File: src/rtl/divu_8by4_if.sv
`default_nettype none
// ============================================================================
// Module      : divu_8by4_if
// Description : Request/result bundle for the 8-by-4 unsigned divider.
//               master drives the operands and start; slave returns the
//               quotient, remainder and status.
// Signals     : start    - begin a division (sampled on rising clk)
//               a, b     - 8-bit dividend, 4-bit divisor
//               q, r     - 8-bit quotient, 4-bit remainder (held)
//               busy     - iteration in progress
//               done     - one-cycle result strobe
//               div_zero - accepted divisor was zero
// Revision    : 1.0  initial release
// ============================================================================
interface divu_8by4_if;
  logic       start;
  logic [7:0] a;
  logic [3:0] b;
  logic [7:0] q;
  logic [3:0] r;
  logic       busy;
  logic       done;
  logic       div_zero;

  modport master (
    output start, a, b,
    input  q, r, busy, done, div_zero
  );

  modport slave (
    input  start, a, b,
    output q, r, busy, done, div_zero
  );
endinterface
`default_nettype wire

File: src/rtl/divu_8by4.sv
`default_nettype none
// ============================================================================
// Module      : divu_8by4
// Description : Sequential restoring divider, 8-bit unsigned dividend by
//               4-bit unsigned divisor. One quotient bit per clock, result
//               8 clocks after the accepting edge. A zero divisor bypasses
//               the iteration and returns all-ones with div_zero set.
// Ports       : clk   - system clock, rising edge
//               reset - asynchronous, active-low
//               bus   - divu_8by4_if.slave (start/a/b in, q/r/busy/done/
//                       div_zero out)
// Revision    : 1.0  initial release
// ============================================================================
module divu_8by4 (
  input  logic          clk,
  input  logic          reset,
  divu_8by4_if.slave    bus
);

  localparam logic [1:0] S_IDLE = 2'd0;
  localparam logic [1:0] S_CALC = 2'd1;
  localparam logic [1:0] S_DONE = 2'd2;

  localparam logic [2:0] c_last_step = 3'd7;

  logic [1:0] r_state;
  logic [1:0] w_next_state;

  logic [2:0] r_cnt;
  logic [7:0] r_dvd;      // dividend shifting out, quotient bits shifting in
  logic [3:0] r_dvs;
  logic [4:0] r_rem;      // partial remainder
  logic [7:0] r_q;
  logic [3:0] r_r;
  logic       r_dz;

  logic       w_accept;
  logic       w_last;
  logic       w_busy;
  logic       w_done;
  logic [4:0] w_shift;
  logic [5:0] w_trial;
  logic       w_ge;
  logic [4:0] w_rem_next;
  logic [7:0] w_dvd_next;

  // New work is only taken when not iterating; start during CALC is dropped.
  assign w_accept = bus.start && ((r_state == S_IDLE) || (r_state == S_DONE));
  assign w_last   = (r_cnt == c_last_step);

  // Restoring step. The trial subtraction is one bit wider than the shifted
  // remainder so its MSB is a clean borrow flag; r_rem[4] feeds that top bit
  // so the full shifted value takes part in the compare.
  assign w_shift    = {r_rem[3:0], r_dvd[7]};
  assign w_trial    = {r_rem[4], w_shift} - {2'b00, r_dvs};
  assign w_ge       = ~w_trial[5];
  assign w_rem_next = w_ge ? w_trial[4:0] : w_shift;
  assign w_dvd_next = {r_dvd[6:0], w_ge};

  // --------------------------------------------------------------------------
  // FSM: state register
  // --------------------------------------------------------------------------
  always_ff @(posedge clk or negedge reset) begin
    if (!reset) begin
      r_state <= S_IDLE;
    end else begin
      r_state <= w_next_state;
    end
  end

  // --------------------------------------------------------------------------
  // FSM: next-state logic
  // --------------------------------------------------------------------------
  always_comb begin
    w_next_state = r_state;
    case (r_state)
      S_IDLE: begin
        if (w_accept) begin
          w_next_state = (bus.b == 4'd0) ? S_DONE : S_CALC;
        end
      end
      S_CALC: begin
        if (w_last) begin
          w_next_state = S_DONE;
        end
      end
      S_DONE: begin
        if (w_accept) begin
          w_next_state = (bus.b == 4'd0) ? S_DONE : S_CALC;
        end else begin
          w_next_state = S_IDLE;
        end
      end
      default: w_next_state = S_IDLE;
    endcase
  end

  // --------------------------------------------------------------------------
  // FSM: outputs
  // --------------------------------------------------------------------------
  always_comb begin
    w_busy = 1'b0;
    w_done = 1'b0;
    case (r_state)
      S_CALC:  w_busy = 1'b1;
      S_DONE:  w_done = 1'b1;
      default: ;
    endcase
  end

  // --------------------------------------------------------------------------
  // Datapath: operand capture, iteration and result registers
  // --------------------------------------------------------------------------
  always_ff @(posedge clk or negedge reset) begin
    if (!reset) begin
      r_cnt <= 3'd0;
      r_dvd <= 8'h00;
      r_dvs <= 4'h0;
      r_rem <= 5'd0;
      r_q   <= 8'h00;
      r_r   <= 4'h0;
      r_dz  <= 1'b0;
    end else if (w_accept) begin
      r_dvd <= bus.a;
      r_dvs <= bus.b;
      r_rem <= 5'd0;
      r_cnt <= 3'd0;
      // Zero divisor publishes its saturated result at the accepting edge.
      if (bus.b == 4'd0) begin
        r_q  <= 8'hFF;
        r_r  <= 4'hF;
        r_dz <= 1'b1;
      end
    end else if (r_state == S_CALC) begin
      r_rem <= w_rem_next;
      r_dvd <= w_dvd_next;
      r_cnt <= r_cnt + 3'd1;
      if (w_last) begin
        r_q  <= w_dvd_next;
        r_r  <= w_rem_next[3:0];
        r_dz <= 1'b0;
      end
    end
  end

  assign bus.q        = r_q;
  assign bus.r        = r_r;
  assign bus.div_zero = r_dz;
  assign bus.busy     = w_busy;
  assign bus.done     = w_done;

endmodule
`default_nettype wire

File: src/flat_wrapper.sv
// flat-port wrapper written by rule: the top's interface ports become plain ports
module divu_8by4_flat 
  (clk, reset, bus_start, bus_a, bus_b, bus_q, bus_r, bus_busy, bus_done, bus_div_zero);
  divu_8by4_if bus_i ();
  input  logic clk;
  input  logic reset;
  input wire logic [$bits(bus_i.start)-1:0] bus_start;
  input wire logic [$bits(bus_i.a)-1:0] bus_a;
  input wire logic [$bits(bus_i.b)-1:0] bus_b;
  output wire logic [$bits(bus_i.q)-1:0] bus_q;
  output wire logic [$bits(bus_i.r)-1:0] bus_r;
  output wire logic [$bits(bus_i.busy)-1:0] bus_busy;
  output wire logic [$bits(bus_i.done)-1:0] bus_done;
  output wire logic [$bits(bus_i.div_zero)-1:0] bus_div_zero;
  assign bus_i.start = bus_start;
  assign bus_i.a = bus_a;
  assign bus_i.b = bus_b;
  assign bus_q = bus_i.q;
  assign bus_r = bus_i.r;
  assign bus_busy = bus_i.busy;
  assign bus_done = bus_i.done;
  assign bus_div_zero = bus_i.div_zero;
  divu_8by4 u_core (.clk(clk), .reset(reset), .bus(bus_i));
endmodule
File: config.mk
export PLATFORM = sky130hd
export DESIGN_NAME = divu_8by4_flat
export DESIGN_NICKNAME = d
export VERILOG_FILES = /design/src/rtl/divu_8by4_if.sv /design/src/rtl/divu_8by4.sv /design/src/flat_wrapper.sv
export SDC_FILE = /design/constraint.sdc
export NUM_CORES = 1
export LEC_CHECK = 0
export ABC_AREA = 1
export CORE_ASPECT_RATIO = 0.75
export CORE_UTILIZATION = 25
export CTS_BUF_LIST = sky130_fd_sc_hd__clkbuf_4 sky130_fd_sc_hd__clkbuf_8
export CTS_CLUSTER_DIAMETER = 80
export DETAILED_ROUTE_END_ITERATION = 7
export GPL_ROUTABILITY_DRIVEN = 1
export PLACE_DENSITY = 0.43
export SLEW_MARGIN = 30
export SYNTH_ARGS = -nofsm -noshare
export SYNTH_HDL_FRONTEND = slang
export SYNTH_SLANG_ARGS = --single-unit
File: constraint.sdc
create_clock -name clk -period 2.4 [get_ports clk]
set_input_delay 0.72 -clock clk [delete_from_list [all_inputs] [get_ports clk]]
set_output_delay 0.72 -clock clk [all_outputs]
set_load 0.05 [all_outputs]
==> impl_metrics.ini, run 1 <==
[outcome]
status = complete, no violations

[sta]
fmax_mhz = 450
tns_ns = 0
finalHoldViolCount = 0
post-route-period-util = 0.926
slew_viol_final = 0
max_slew_margin = 0.663
clock-skew-final_ns = 0.00810
timing.final.crit_period_ns = 2.22
rsz0062_at_grt = no
timing.hold.ws_ns = 0.457
worst_slew_pin_slew_ns = 0.505
setup_violations = 0

[clock_tree]
root_buffer = clkbuf_8
cts_made_buffers = 5
cts_tree = built
cts_resized = 0
cts_sinks = 35
cts_htree_levels = 2
cts_hold_buf = 0
clockBufferDepth = 2
clk_pin_slew_ns = 0.08
post_cts_buffers = 0
clk_latency_ns = 0.30

[placement]
place.gp.congestion = 0.730
io_buffers = 29
dp_hpwl_mm = 2.97

[floorplan]
fp.dieW_um = 99.0
rows = 26
dieHeight_um = 74.8
num_io_pins = 30
initial_core_util = 0.258
dieArea_sq_um = 7410
core-area_sq_um = 6830

[grt]
antenna_found_initial = 0
grt_usage = 0.125
grt_max_degree = 36
grt_pass1_wl_mm = 6.93
grt-ovfl-total = 0
first_global_vias = 1373

[layout]
nets = 269
area_growth_pct = 28.3
fillers = 727
drive_gt1_frac = 0.125
multi_input_area_sq_um = 751
seqCellArea_sq_um = 876
fin_util = 0.332
n_antenna_cell = 0

[synth]
ys_types = 29
synth_most_common_cell = nand2_1
syn_inst = 212
ys.flop_type = dfrtp_1
avgSynthCellArea_sq_um = 8.33
synthTopCellsByCount = 71 x nand2_1, 35 x dfrtp_1, 15 x inv_1, 15 x nand3_1, 11 x o21ai_1
synth_area_leader_cell = dfrtp_1
netlist.area_leader.share = 0.496
yosysWarnings = 0
synth_area_leaders = dfrtp_1 50%, nand2_1 15%, ha_1 4.3%
syn_nets = 234
seq_area_frac_synth = 0.496
synth_edf_count = 0
synth_area_sq_um = 1770
ys_seq_elements = 35
synth-async-reset-ratio = 1.00

[setup_path]
cpPeakStageDelay_ns = 0.82
cp_max_fo = 2
cp_slowest_cell = clkdlybuf4s50_1
crit_buf_inv = 1
arrival_ns = 1.50
critPathLaunchType = register
crit_family = buffers and inverters
endpoint_kind = output pin
crit_chain = clkdlybuf4s50_1
crit_type = register to output pin
crit_required_ns = 1.68

[detailed_routing]
viasPerCell = 4.30
wl_mm = 4.06
wl_per_cell_um = 12.2
drtIter0Drc = 33
drc_errors = 0
ant_nets = 0
first_pass_iters = 4
route.vias.total = 1427

[flow_run]
maxCapViolations = 0

[pwr]
p_leak_nw = 1.13
max-vdd-ir-drop_mv = 0.505
powerDensity_nw_per_um2 = 1610

[hold_path]
hold_path.class = primary input to async pin
## cell type report
class	count	share of cell area
inverter	26	0.0442
timing repair buffer	34	0.146
clock inverter	1	0.00331
sequential	35	0.387
tap	84	0.0464
clock buffer	7	0.0425
multi-input combinational	145	0.331
## state kept, by name, summed over array words and instances, names as in the netlist
register	cells
u_core.r_state	2
u_core.bus.r	4
u_core.r_cnt	3
u_core.bus.div_zero	1
u_core.r_rem	5
u_core.bus.q	8
u_core.r_dvs	4
u_core.r_dvd	8
## cells in the final DEF (no fill, tap or decap)
| cell type | count |
|---|---|
| nand2_4 | 1 |
| a21oi_1 | 3 |
| o21ai_0 | 9 |
| ha_1 | 6 |
| clkinv_1 | 1 |
| buf_2 | 1 |
| dfrtp_1 | 35 |
| or2_0 | 1 |
| o22ai_1 | 1 |
| xnor2_1 | 2 |
| or2_1 | 7 |
| inv_2 | 9 |
| a31oi_1 | 1 |
| nand2_1 | 71 |
| o21ai_1 | 11 |
| nand3_1 | 15 |
| buf_12 | 1 |
| a21o_1 | 1 |
| fa_1 | 1 |
| inv_1 | 15 |
| nand2_2 | 1 |
| clkbuf_8 | 7 |
| nand4_1 | 1 |
| a22o_1 | 2 |
| nand3b_1 | 2 |
| clkdlybuf4s50_1 | 26 |
| inv_4 | 1 |
| nor2_2 | 2 |
| nor2_1 | 6 |
| clkinvlp_4 | 1 |
| buf_4 | 6 |
| nor2_8 | 1 |
## worst reg2reg max path, cell delays in order (launching register included)
cell	delay, ns
dfrtp_1	0.38
inv_1	0.05
ha_1	0.34
inv_2	0.04
nand2_1	0.07
nand3_1	0.13
nand3_1	0.23
nand2_1	0.17
nor2_1	0.21
o21ai_1	0.09
## metal layers
layer	up-vias	part of all wire	wire (um)	global-route usage
met5	-	0	0	0
met4	0	0.016	65	0.0498
met3	8	0.034	138	0.0353
met2	21	0.37	1510	0.172
met1	656	0.58	2340	0.184
li1	742	-	-	-
## power breakdown
part | internal [mW] | leakage, nW | switching [mW]
Sequential | 0.882 | 0.426 | 0.188
Clock | 0.261 | 0.0505 | 0.227
Combinational | 0.776 | 0.651 | 1.31
Total | 1.92 | 1.13 | 1.72
## final timing paths
path                            startpoint              end  slack, ns  cells after the start
max reg2reg                u_core.r_dvs[2]  u_core.bus.q[0]       0.58                      9
min                                  reset  u_core.r_rem[4]       0.46                      2
max in group asynchronous            reset  u_core.r_dvs[2]       1.61                      2
min reg2reg                u_core.r_cnt[0]  u_core.r_cnt[0]       0.48                      1
min in group clk           u_core.r_cnt[0]  u_core.r_cnt[0]       0.48                      1
max                        u_core.bus.q[2]         bus_q[2]       0.18                      1
## kinds of logic (layout without fill, tap and decap cells)
kind of cell / count (synthesis) / in the layout / share of synthesized area
AOI/OAI and AO/OA: 28 / 28 / 0.0865
and+or+nand+nor: 108 / 108 / 0.275
adders and majority gates: 7 / 7 / 0.0539
buffers and inverters: 32 / 68 / 0.0787
xor gates and xnor gates: 2 / 2 / 0.00992
DFF: 35 / 35 / 0.496
## stage by stage
step	area (sq um)	cells	total power [mW]	setup WS, ns
floorplan	1770	212	2.60	0.646
global placement	2160	324	3.19	0.218
detailed placement	2160	324	3.19	0.181
CTS	2270	332	3.69	0.174
global route	2270	332	3.98	0.138
finish	2270	332	3.64	0.177
Note: power is estimated with default switching activity, not from simulation.
==> run 2: changes to the inputs <==
MAX_ROUTING_LAYER = met4   (was default)
==> impl_metrics.ini, run 2 (synthesis results as in run 1) <==
[clock_tree]
cts_tree = built
root_buffer = clkbuf_8
clk_latency_ns = 0.29
cts_resized = 0
cts_hold_buf = 0
cts_htree_levels = 2
cts_made_buffers = 5
post_cts_buffers = 0
clk_pin_slew_ns = 0.08
cts_sinks = 35
clockBufferDepth = 2

[grt]
grt_pass1_wl_mm = 6.93
grt_max_degree = 36
grt_usage = 0.129
grt-ovfl-total = 0
first_global_vias = 1369
antenna_found_initial = 0

[placement]
io_buffers = 29
place.gp.congestion = 0.739
placedCellCount = 324
dp_hpwl_mm = 2.97

[setup_path]
crit_required_ns = 1.68
rr_worst_depth = 8
critPathLaunchType = register
crit_buf_inv = 1
cpPeakStageDelay_ns = 0.82
arrival_ns = 1.50
endpoint_kind = output pin
r2r_slack_ns = 0.59
cp_max_fo = 2
r2r-start = u_core.r_rem[1]
crit_type = register to output pin
r2r-end = u_core.bus.q[0]
cp_slowest_cell = clkdlybuf4s50_1
crit_chain = clkdlybuf4s50_1
crit_family = buffers and inverters

[detailed_routing]
ant_nets = 0
viasPerCell = 4.28
wl_mm = 4.05
drtIter0Drc = 34
wl_per_cell_um = 12.2
first_pass_iters = 4
drc_errors = 0
route.vias.total = 1422

[sta]
tns_ns = 0
clock-skew-final_ns = 0.00798
timing.final.crit_period_ns = 2.22
max_slew_margin = 0.663
post-route-period-util = 0.925
finalHoldViolCount = 0
slew_viol_final = 0
setup_violations = 0
fmax_mhz = 450
rsz0062_at_grt = no
worst_slew_pin_slew_ns = 0.505

[pwr]
max-vdd-ir-drop_mv = 0.505
p_leak_nw = 1.13
powerDensity_nw_per_um2 = 1610

[floorplan]
dieArea_sq_um = 7410
num_io_pins = 30
fp.dieW_um = 99.0
core-area_sq_um = 6830
rows = 26
initial_core_util = 0.258
dieHeight_um = 74.8

[layout]
final_cell_count_no_fill = 332
mostFrequentLayoutCells = 71 x nand2_1, 35 x dfrtp_1, 26 x clkdlybuf4s50_1
drive_gt1_frac = 0.125
area_growth_pct = 28.3
nets = 269
n_antenna_cell = 0
layout_commonest_cell = nand2_1

[flow_run]
maxCapViolations = 0

[outcome]
status = complete, no violations

[hold_path]
hold_path.class = primary input to async pin
==> run 2: cell counts in the layout (fill, tap and decap cells not counted) <==
Identical to the previous run, type by type.
==> run 2: area by class of cell <==
cell class                 count  area [sq um]
clock buffer                   7          96.3
clock inverter                 1          7.51
fill                         727          4570
inverter                      26           100
multi-input combinational    145           751
sequential                    35           876
tap                           84           105
timing repair buffer          34           330
==> run 2: power by group <==
group	switching [mW]	leakage, nW	total (mW)	internal, mW
clock network	0.226	0.0505	0.487	0.261
logic	1.31	0.651	2.09	0.777
registers	0.187	0.426	1.07	0.882
==> run 2: layer usage <==
metal,global-route usage,vias up,routed length [um],share of wire
li1,-,742,-,-
met1,0.185,654,2350,0.58
met2,0.172,21,1520,0.38
met3,0.0344,5,126,0.031
met4,0.0498,0,46,0.011
met5,-,-,0,0
==> run 2: worst max-delay path by stage <==
stage                      startpoint  cells after the start         endpoint
floorplan           u_core.r_state[0]                      1         bus_done
global placement             bus_b[2]                      9  u_core.bus.r[1]
detailed placement           bus_b[2]                      9  u_core.bus.r[0]
CTS                   u_core.bus.q[2]                      1         bus_q[2]
global route          u_core.bus.q[1]                      1         bus_q[1]
finish                u_core.bus.q[2]                      1         bus_q[2]
==> run 2: per-stage QoR <==
stage / cell area [sq um] / setup WS (ns) / hold WS, ns / util / power (mW)
2_1_floorplan: 1770 / 0.646 / 0.424 / - / 2.60
3_3_place_gp: 2160 / 0.218 / 0.469 / 0.316 / 3.19
3_5_place_dp: 2160 / 0.181 / 0.469 / 0.316 / 3.19
4_1_cts: 2270 / 0.174 / 0.480 / 0.332 / 3.69
5_1_grt: 2270 / 0.138 / 0.508 / 0.332 / 3.98
6_report: 2270 / 0.179 / 0.459 / 0.332 / 3.64
==> run 3: changes to the inputs <==
PLACE_DENSITY = 0.44   (was 0.43)
clock period = 1.9 ns   (was 2.4 ns; I/O delays follow)
==> impl_metrics.ini, run 3 (synthesis results as in run 1) <==
[outcome]
status = complete, no violations

[detailed_routing]
drc_errors = 0
wl_mm = 4.15
drtIter0Drc = 97
ant_nets = 0
route.vias.total = 1454
wl_per_cell_um = 12.0
viasPerCell = 4.21
first_pass_iters = 6

[sta]
fmax_mhz = 554
timing.hold.ws_ns = 0.304
slew_viol_final = 0
rsz0062_at_grt = no
worst_slew_pin_slew_ns = 0.455
finalHoldViolCount = 0
timing.final.crit_period_ns = 1.81
setup_violations = 0
fin_ws_ns = 0.0939
post-route-period-util = 0.951
clock-skew-final_ns = 0.00533
max_slew_margin = 0.697

[pwr]
powerDensity_nw_per_um2 = 2020
finalPower_mw = 4.76
p_leak_nw = 1.21
max-vdd-ir-drop_mv = 0.676

[clock_tree]
clk_latency_ns = 0.29
cts_sinks = 35
root_buffer = clkbuf_8
cts_htree_levels = 2
clockBufferDepth = 2
cts_tree = built
cts_hold_buf = 0
cts_made_buffers = 5
clk_pin_slew_ns = 0.07

[setup_path]
endpoint_kind = output pin
r2r_slack_ns = 0.21
arrival_ns = 1.24
crit_required_ns = 1.33
r2r-end = u_core.bus.r[0]
cp_max_fo = 6
critPathLaunchType = register
crit_type = register to output pin
r2r-start = u_core.r_dvs[2]
rr_worst_depth = 12

[grt]
grt-ovfl-total = 0
first_global_vias = 1434
grt_pass1_wl_mm = 7.02
grt_max_degree = 36
antenna_found_initial = 0
grt_usage = 0.132

[placement]
place_ws_ns = -0.0195
dp_hpwl_mm = 3.15
place.gp.congestion = 0.764
place_area_sq_um = 2240
io_buffers = 29

[floorplan]
core-area_sq_um = 6830
dieHeight_um = 74.8
initial_core_util = 0.258
fp.dieW_um = 99.0
dieArea_sq_um = 7410
num_io_pins = 30
rows = 26

[layout]
stdcell_area_sq_um = 2360
fillers = 708
seqCellArea_sq_um = 876
multi_input_area_sq_um = 766
n_antenna_cell = 0
drive_gt1_frac = 0.226
nets = 282
mostFrequentLayoutCells = 71 x nand2_1, 35 x dfrtp_1, 31 x buf_4
area_growth_pct = 33.6
fin_util = 0.345
layout_commonest_cell = nand2_1

[hold_path]
hold_path.class = primary input to async pin

[flow_run]
maxCapViolations = 0
run 3: cell types whose count changed in the layout (fill, tap and decap cells not counted), sizes merged:
cell           change
buf               +26
clkbuf             +1
clkdlybuf4s50     -13
clkinvlp           -1
run 3: final cells by class:
type,count,area share
inverters,26,0.0424
clock buffers,8,0.0440
repair buffers,47,0.173
well taps,84,0.0446
flip-flops and latches,35,0.371
multi-input cells,145,0.325
run 3: per-layer routing:
metal | up-vias | wire length (um) | global-route usage
met5 | - | 0 | -
met4 | 0 | 61 | 0.0498
met3 | 7 | 199 | 0.0344
met2 | 32 | 1510 | 0.176
met1 | 648 | 2380 | 0.189
li1 | 767 | - | -
run 3: power breakdown:
group          total (mW)  switching [mW]  internal [mW]
clock               0.620           0.275          0.345
sequential           1.34           0.226           1.11
combinational        2.80            1.71           1.10
run 3: timing repair:
item                       4_1_cts  5_1_grt
setup endpoints to repair        0        4
gates resized for setup          0        2
buffers inserted                 0        0
run 3: how the worst max path moves through the flow:
stage | slack [ns] | cells past startpoint | startpoint | endpoint
final | 0.09 | 2 | u_core.r_state[1] | bus_busy
after CTS | 0.07 | 2 | u_core.r_state[1] | bus_busy
after global routing | 0.01 | 12 | u_core.r_dvs[2] | u_core.bus.r[1]
after global placement | -0.03 | 9 | bus_b[2] | u_core.bus.r[0]
after floorplan | 0.27 | 10 | u_core.r_cnt[0] | u_core.bus.r[1]
after detailed placement | -0.02 | 8 | bus_b[3] | u_core.bus.q[1]
run 3: critical path: stages (launching register included):
cell     delay, ns
dfrtp_1       0.39
nor2_2        0.36
buf_12        0.19
run 3: through the flow:
stage | setup TNS [ns] | std cells
after floorplan | 0 | 212
after global placement | -0.0309 | 337
after detailed placement | -0.0540 | 337
after CTS | 0 | 345
after global routing | 0 | 345
final | 0 | 345
